--- src/rtl/cdc_src_flush_buffer.sv ---
// Source-side FIFO in front of the clearable CDC. It sequences local and far-side clears and counts the words they discard.
// One-cycle push-to-valid latency. A flush stalls both stream sides combinationally until the CDC clear handshake completes.
module cdc_src_flush_buffer #(
    parameter type         T         = logic [7:0],
    parameter int unsigned DEPTH     = 4,
    parameter int unsigned CNT_WIDTH = 16
) (
    input  logic                 clk_i,
    input  logic                 rst_ni,
    input  logic                 flush_req_i,
    output logic                 flush_busy_o,
    input  T                     in_data_i,
    input  logic                 in_valid_i,
    output logic                 in_ready_o,
    output T                     cdc_data_o,
    output logic                 cdc_valid_o,
    input  logic                 cdc_ready_i,
    output logic                 cdc_clear_o,
    input  logic                 cdc_clear_pending_i,
    output logic [CNT_WIDTH-1:0] drop_cnt_o
);

    localparam int unsigned PTR_W = $clog2(DEPTH);
    localparam int unsigned CNT_W = $clog2(DEPTH + 1);
    localparam int unsigned SUM_W = ((CNT_WIDTH > CNT_W) ? CNT_WIDTH : CNT_W) + 1;

    typedef enum logic [1:0] {RUN, CLEAR, WAIT_RISE, WAIT_FALL} state_e;

    state_e               state_q, state_d;
    logic [PTR_W-1:0]     wr_ptr_q, rd_ptr_q;
    logic [CNT_W-1:0]     count_q;
    T                     mem_q [DEPTH];
    logic [CNT_WIDTH-1:0] drop_cnt_q;
    logic [SUM_W-1:0]     drop_sum;
    logic                 flush, push, pop;

    // Either clear source empties the FIFO on the cycle it is first seen in RUN.
    assign flush = (state_q == RUN) && (cdc_clear_pending_i || flush_req_i);
    assign push  = in_valid_i && in_ready_o;
    assign pop   = cdc_valid_o && cdc_ready_i;

    always_ff @(posedge clk_i or negedge rst_ni) begin
        if (!rst_ni) begin
            state_q <= RUN;
        end else begin
            state_q <= state_d;
        end
    end

    always_comb begin
        state_d = state_q;
        case (state_q)
            RUN: begin
                if (cdc_clear_pending_i) begin
                    state_d = WAIT_FALL;
                end else if (flush_req_i) begin
                    state_d = CLEAR;
                end
            end
            // A far-side clear racing our own is absorbed rather than overlapped.
            CLEAR:     state_d = cdc_clear_pending_i ? WAIT_FALL : WAIT_RISE;
            WAIT_RISE: if (cdc_clear_pending_i) state_d = WAIT_FALL;
            WAIT_FALL: if (!cdc_clear_pending_i) state_d = RUN;
            default:   state_d = RUN;
        endcase
    end

    always_comb begin
        in_ready_o   = 1'b0;
        cdc_valid_o  = 1'b0;
        cdc_clear_o  = 1'b0;
        flush_busy_o = 1'b1;
        case (state_q)
            RUN: begin
                flush_busy_o = 1'b0;
                in_ready_o   = !flush && (count_q < CNT_W'(DEPTH));
                cdc_valid_o  = !flush && (count_q != '0);
            end
            CLEAR:   cdc_clear_o = !cdc_clear_pending_i;
            default: ;
        endcase
    end

    function automatic logic [PTR_W-1:0] ptr_inc(input logic [PTR_W-1:0] p);
        return (p == PTR_W'(DEPTH - 1)) ? '0 : p + PTR_W'(1);
    endfunction

    always_ff @(posedge clk_i or negedge rst_ni) begin
        if (!rst_ni) begin
            wr_ptr_q <= '0;
            rd_ptr_q <= '0;
            count_q  <= '0;
        end else if (flush) begin
            wr_ptr_q <= '0;
            rd_ptr_q <= '0;
            count_q  <= '0;
        end else begin
            if (push) wr_ptr_q <= ptr_inc(wr_ptr_q);
            if (pop)  rd_ptr_q <= ptr_inc(rd_ptr_q);
            if (push && !pop) begin
                count_q <= count_q + CNT_W'(1);
            end else if (pop && !push) begin
                count_q <= count_q - CNT_W'(1);
            end
        end
    end

    always_ff @(posedge clk_i) begin
        if (push) mem_q[wr_ptr_q] <= in_data_i;
    end

    assign cdc_data_o = mem_q[rd_ptr_q];

    // Sum is computed one bit wider than either operand so saturation is a plain compare.
    assign drop_sum = SUM_W'(drop_cnt_q) + SUM_W'(count_q);

    always_ff @(posedge clk_i or negedge rst_ni) begin
        if (!rst_ni) begin
            drop_cnt_q <= '0;
        end else if (flush) begin
            drop_cnt_q <= (drop_sum > SUM_W'({CNT_WIDTH{1'b1}})) ? '1 : drop_sum[CNT_WIDTH-1:0];
        end
    end

    assign drop_cnt_o = drop_cnt_q;

endmodule
--- config.mk ---
export PLATFORM = sky130hd
export DESIGN_NAME = cdc_src_flush_buffer
export DESIGN_NICKNAME = d
export VERILOG_FILES = /design/src/rtl/cdc_src_flush_buffer.sv
export SDC_FILE = /design/constraint.sdc
export NUM_CORES = 1
export LEC_CHECK = 0
export CORE_MARGIN = 3
export CORE_UTILIZATION = 40
export CTS_CLUSTER_DIAMETER = 200
export DETAILED_ROUTE_END_ITERATION = 16
export GPL_ROUTABILITY_DRIVEN = 0
export PLACE_DENSITY = 0.59
export SLEW_MARGIN = 20
export SYNTH_ARGS = -nofsm -noshare
export SYNTH_HDL_FRONTEND = slang
export SYNTH_SLANG_ARGS = --single-unit
--- constraint.sdc ---
create_clock -name clk_i -period 2.94 [get_ports clk_i]
set_clock_uncertainty 0.2 [all_clocks]
set_input_delay 0.588 -clock clk_i [delete_from_list [all_inputs] [get_ports clk_i]]
set_output_delay 0.588 -clock clk_i [all_outputs]
set_load 0.05 [all_outputs]
; ---- After elaboration in Yosys (flattened, before gate mapping)
; Memories as Yosys holds them, arrays and structs flattened.
; Cells that the tools add are included.
[classes]
n_addsub = 5
order_cmp = 2
n_eq_ne = 8
mux = 22
reduce_logical = 18
[op_table]
columns = operator, count
row1 = $mux 2, 10
row2 = $add 16x3->17, 1
row3 = $gt 17x16->1 const B, 1
row4 = $mux 16, 1
row5 = $mux 3, 3
row6 = $eq 2x2->1 const B, 4
row7 = $pmux 2 s4, 1
row8 = $logic_and 1x1->1, 7
row9 = $mux 1, 7
row10 = $reduce_bool 3->1, 2
row11 = $add 2x1->2 const B, 2
row12 = $logic_not 1->1, 4
row13 = $ne 2x2->1 const B, 2
row14 = $reduce_bool 2->1, 2
row15 = $add 3x1->3 const B, 1
row16 = $lt 3x3->1 const B, 1
row17 = $ne 3x3->1 const B, 1
row18 = $reduce_and 3->1, 1
row19 = $sub 3x1->3 const B, 1
row20 = $eq 2x1->1 const B, 1
row21 = $logic_not 2->1, 1
row22 = $logic_or 1x1->1, 1
[totals]
register_bits = 25
ram_bits = 32
output_inout_bits = 28
wordCells = 61
n_memories = 1
[mem_list]
columns = name, words, width, read_ports, rd_ports_with_merged_regs, write_ports, line_no
row1 = mem_q, 4, 8, 1, 0, 1, 32  ; T mem_q [DEPTH];

; ---- Logic depth before layout (Yosys ltp)
[logic_depth]
word_depth = 11
depth_mapped = 8
ltp_nobuf = 8

; ---- Worst setup path before layout
; Ideal clock, no wire load.
[synth_timing]
path_type = register -> register
startpoint = register state_q[0]
endpoint = register count_q[2]
t_arrival_ns = 2.447
t_required_ns = 2.614
setup_slack_ns = 0.167
stages_incl_launch_ff = 9
n_path_buf = 0
period_less_slack_ns = 2.773
path_cell_list = dfrtp_1 inv_1 ha_1 nor4b_4 nand2_2 nor2_1 fa_1 a21oi_1 a311o_1
[synth_via]
word_cells_on_any_way = 16
[synth_rtl]
columns = item, line_no
row1 = start: declaration, 29  ; state_e state_q, state_d;
row2 = start signal: assignment, 46  ; state_q <= state_d;
row3 = $logic_not 2->1 (*), "38, 73"
row4 = $logic_and 1x1->1, 38  ; assign flush = (state_q == RUN) && (cdc_clear_pending_i || flush_req_i);
row5 = $logic_not 1->1, 76  ; in_ready_o = !flush && (count_q < CNT_W'(DEPTH));
row6 = $logic_and 1x1->1, 76
row7 = $mux 1 (*), 73  ; case (state_q)
row8 = via in_ready_o, 14  ; output logic in_ready_o,
row9 = $logic_and 1x1->1 (*), 39  ; assign push = in_valid_i && in_ready_o;
row10 = $logic_and 1x1->1 / $logic_not 1->1 (equally long branches), "100, 102"
row11 = $mux 3 / $logic_and 1x1->1 (equally long branches), "100, 102"
row12 = $mux 3 / $reduce_bool 3->1 (equally long branches), --
row13 = end signal: assignment, 101  ; count_q <= count_q + CNT_W'(1);
row14 = end signal: assignment, 103  ; count_q <= count_q - CNT_W'(1);
row15 = end: declaration, 31  ; logic [CNT_W-1:0] count_q;
; The timed path passes the listed nets; every way through them passes the cells marked *.
; A chain may end at the register's enable or synchronous reset.

; ---- Worst setup path in the final report
[layout_timing]
startpoint = input port cdc_clear_pending_i
endpoint = output port cdc_valid_o
[layout_via]
elab_chain_len = 5
[layout_rtl]
columns = item, line_no
row1 = start: declaration, 19  ; input logic cdc_clear_pending_i,
row2 = $logic_or 1x1->1, 38
row3 = $logic_and 1x1->1, 38
row4 = $logic_not 1->1, 77  ; cdc_valid_o = !flush && (count_q != '0);
row5 = $logic_and 1x1->1, 77
row6 = $mux 1, 73
row7 = end: declaration, 16  ; output logic cdc_valid_o,
; Every way passes these cells.

==> results.md <==
* Clock sinks at 57
* DR WL met2 at ~2500 um
* Metal1 wirelength at between 2000 and 3000 um
* Setup Buffers After CTS at 0
* Yosys warning total at 0
* Die height at 88.8 um
* R2R Path End: count_q[2]
* Hold worst-path end: count_q[0]
* First DRT Iteration DRCs at 90
* Initial antenna violation count at 0
* Asr flop ratio synth at 43.9%
* Final Setup Violations at 0
* Final Net Count at 300
* Wire length per cell at 15.5 um
* Initial Utilization at 42.2%
* R2r startpoint: state_q[0]
* Fin Setup TNS at 0 ns
* Share of post-route cells with drive strength above 1 at 20.6%
* Detailed placement HPWL at 3830 um
* Synthesized cell area at 2740 um^2
* Pin count of the biggest net entering global routing at 26
* Final ANT Viol Nets at 0
* Clock latency on the worst-skew pair at ~0.33 ns
* FP Rows at 29
* CTS tree: built
* Via Count at 1891
* Max-cap violation count at 0
* Status: complete, no violations
* Worst r2r path cells at 8
* Yosys cell types at 41
* Final period utilization at 92.5%
* Top-count cell post-synth: edfxtp_1
* Worst path arrival time at slightly below 2 ns
* Final cell utilization of the core at 54.5%
* Max-slew violation count at 0
* Drt total wl at 5470 um
* Seq/Total Area, Yosys at 57.8%
* Total track usage at approximately 15%
* Met3 WL post-DR at 292 um
* CTS Buffer Depth at 2
* CTS buffer count at 9
* Vias in the first global route at 1893
* Yosys reg bits at 57
* Drt drc at 0
* Top Metal Used: met4
* Hold path cells at 1
* DIE AREA at roughly 7900 um^2
* Hold_sp: count_q[0]
* Core outline area at roughly 6500 um^2
* Crit Path Category: in2out
* Most used DFF post-synth: edfxtp_1
* Syn nets at between 200 and 250
* Final hold slack at 0.352 ns
* RSZ-0062 raised after global routing: false
* Total grt overflow at 0
* Yosys top cell area share at between 30% and 40%
* Largest cells by area after synthesis: edfxtp_1, dfrtp_1, mux4_2
* CP Capture Type: output port
* Top cells by instance count after synthesis: edfxtp_1, dfrtp_1, nand2_1
* Num ports at between 40 and 50
* Antenna cells at 0
* CP Launch Type: primary input
* Initial DRT Pass Iterations at 4
* Peak VDD IR at 612 uV
* Slew @ Worst Pin at 0.505 ns
* H-tree depth at 3
* Routed vias/inst at 5.34
* First-pass GRT wire length at 9100 um
* Synth Instances at about 210
* Finished Cell Area at ~3500 um^2
* Placed Instance Area at 3340 um^2
* Worst EP required at 2.15 ns
* Hold Fails Final Rpt at 0
* CTS Root Cell: clkbuf_8
* Worst min-delay path category: reg2reg
* P per Cell Area at 795 nW/um^2
* LEAKAGE at 1.39 nW
* CTS clk-pin slew, worst paths at 0.06 ns
* Rel. slew slack at 66.1%
* Syn_area_per_cell at ~13 um^2
* Port-buffer cells at 41
* EDFF count, synth at 32
* Post-synth top area cell: edfxtp_1
* Area grow syn2layout at 29.0%
* R2R setup slack at 0.53 ns
* Minimum clock period at about 2.7 ns
* Crit path max fanout at 6
* FMAX at 368 MHz
* DIE WIDTH at between 80 and 90 um
==> metal layers <==
metal  global-route usage (%)  up-vias
met3                     5.77        7
met4                     4.40        0
li1                         -      916
met1                     20.3      924
met5                        0        -
met2                     24.1       44
==> placed cells by master, fill, tap and decap left out, drive strengths merged, types with 3 or more instances in the layout <==
cell type and count:
xnor2 3, ha 12, clkinv 4, buf 23
nand3 8, mux2i 4, dfrtp 25, inv 12
and3 8, clkbuf 9, o21ai 5, nor2 14
nand4 4, nor3 6, mux2 3, mux4 8
edfxtp 32, nand2 17, a21oi 13, or3 5
clkdlybuf4s50 30, a31oi 5
==> registers in the layout, indices dropped and copies added, names as in the netlist <==
signal / cells
drop_cnt_o: 16
mem_q: 32
rd_ptr_q: 2
state_q: 2
count_q: 3
wr_ptr_q: 2
==> final cells by class <==
cell class	instances	area, um^2
Fill cell	568	2960
Sequential cell	57	1590
Multi-Input combinational cell	138	1090
Timing Repair Buffer	54	523
Clock buffer	9	124
Tap cell	77	96.3
Clock inverter	7	71.3
Inverter	12	45.0
==> power by group <==
part	switching, mW	internal (mW)	leakage, nW
combinational	0.617	0.435	0.694
sequential	0.113	0.938	0.607
clock	0.321	0.389	0.0929
==> logic make-up after synthesis <==
| group | count (synthesis) | share of synthesized area, % |
|---|---|---|
| AOI/OAI and AO/OA | 33 | 7.71 |
| muxes | 15 | 9.26 |
| adders and majority gates | 14 | 6.93 |
| DFF | 57 | 57.8 |
| xor gates and xnor gates | 4 | 1.28 |
| buffers and inverters | 16 | 2.37 |
| and+or+nand+nor | 72 | 14.6 |
==> worst max-delay path, cell delays in order <==
cell	delay (ns)
clkdlybuf4s50_1	0.57
buf_4	0.24
nor3_1	0.34
buf_12	0.19
==> through the flow <==
step                std cells  worst slack [ns]  total power, mW
finish                    354             0.222             2.81
floorplan                 211             0.167             1.79
detailed placement        338             0.195             2.13
global placement          338             0.221             2.13
CTS                       354            0.0467             2.85
global route              354             0.103             3.00
==> repair_timing <==
| action | 4_1_cts | 5_1_grt |
|---|---|---|
| hold buffers | 0 | 0 |
| setup endpoints to repair | 0 | 1 |
| gates resized for setup | 0 | 1 |
| endpoints found under the hold margin | 0 | 0 |
==> how the worst max path moves through the flow <==
stage | startpoint | endpoint | slack (ns) | cells past startpoint
4_1_cts | state_q[0] | flush_busy_o | 0.05 | 4
5_1_grt | state_q[0] | cdc_valid_o | 0.10 | 5
3_5_place_dp | cdc_clear_pending_i | count_q[2] | 0.19 | 7
3_3_place_gp | flush_req_i | cdc_valid_o | 0.22 | 4
6_report | cdc_clear_pending_i | cdc_valid_o | 0.22 | 4
2_1_floorplan | state_q[0] | count_q[2] | 0.17 | 8
(Power assumes the default switching activity.)
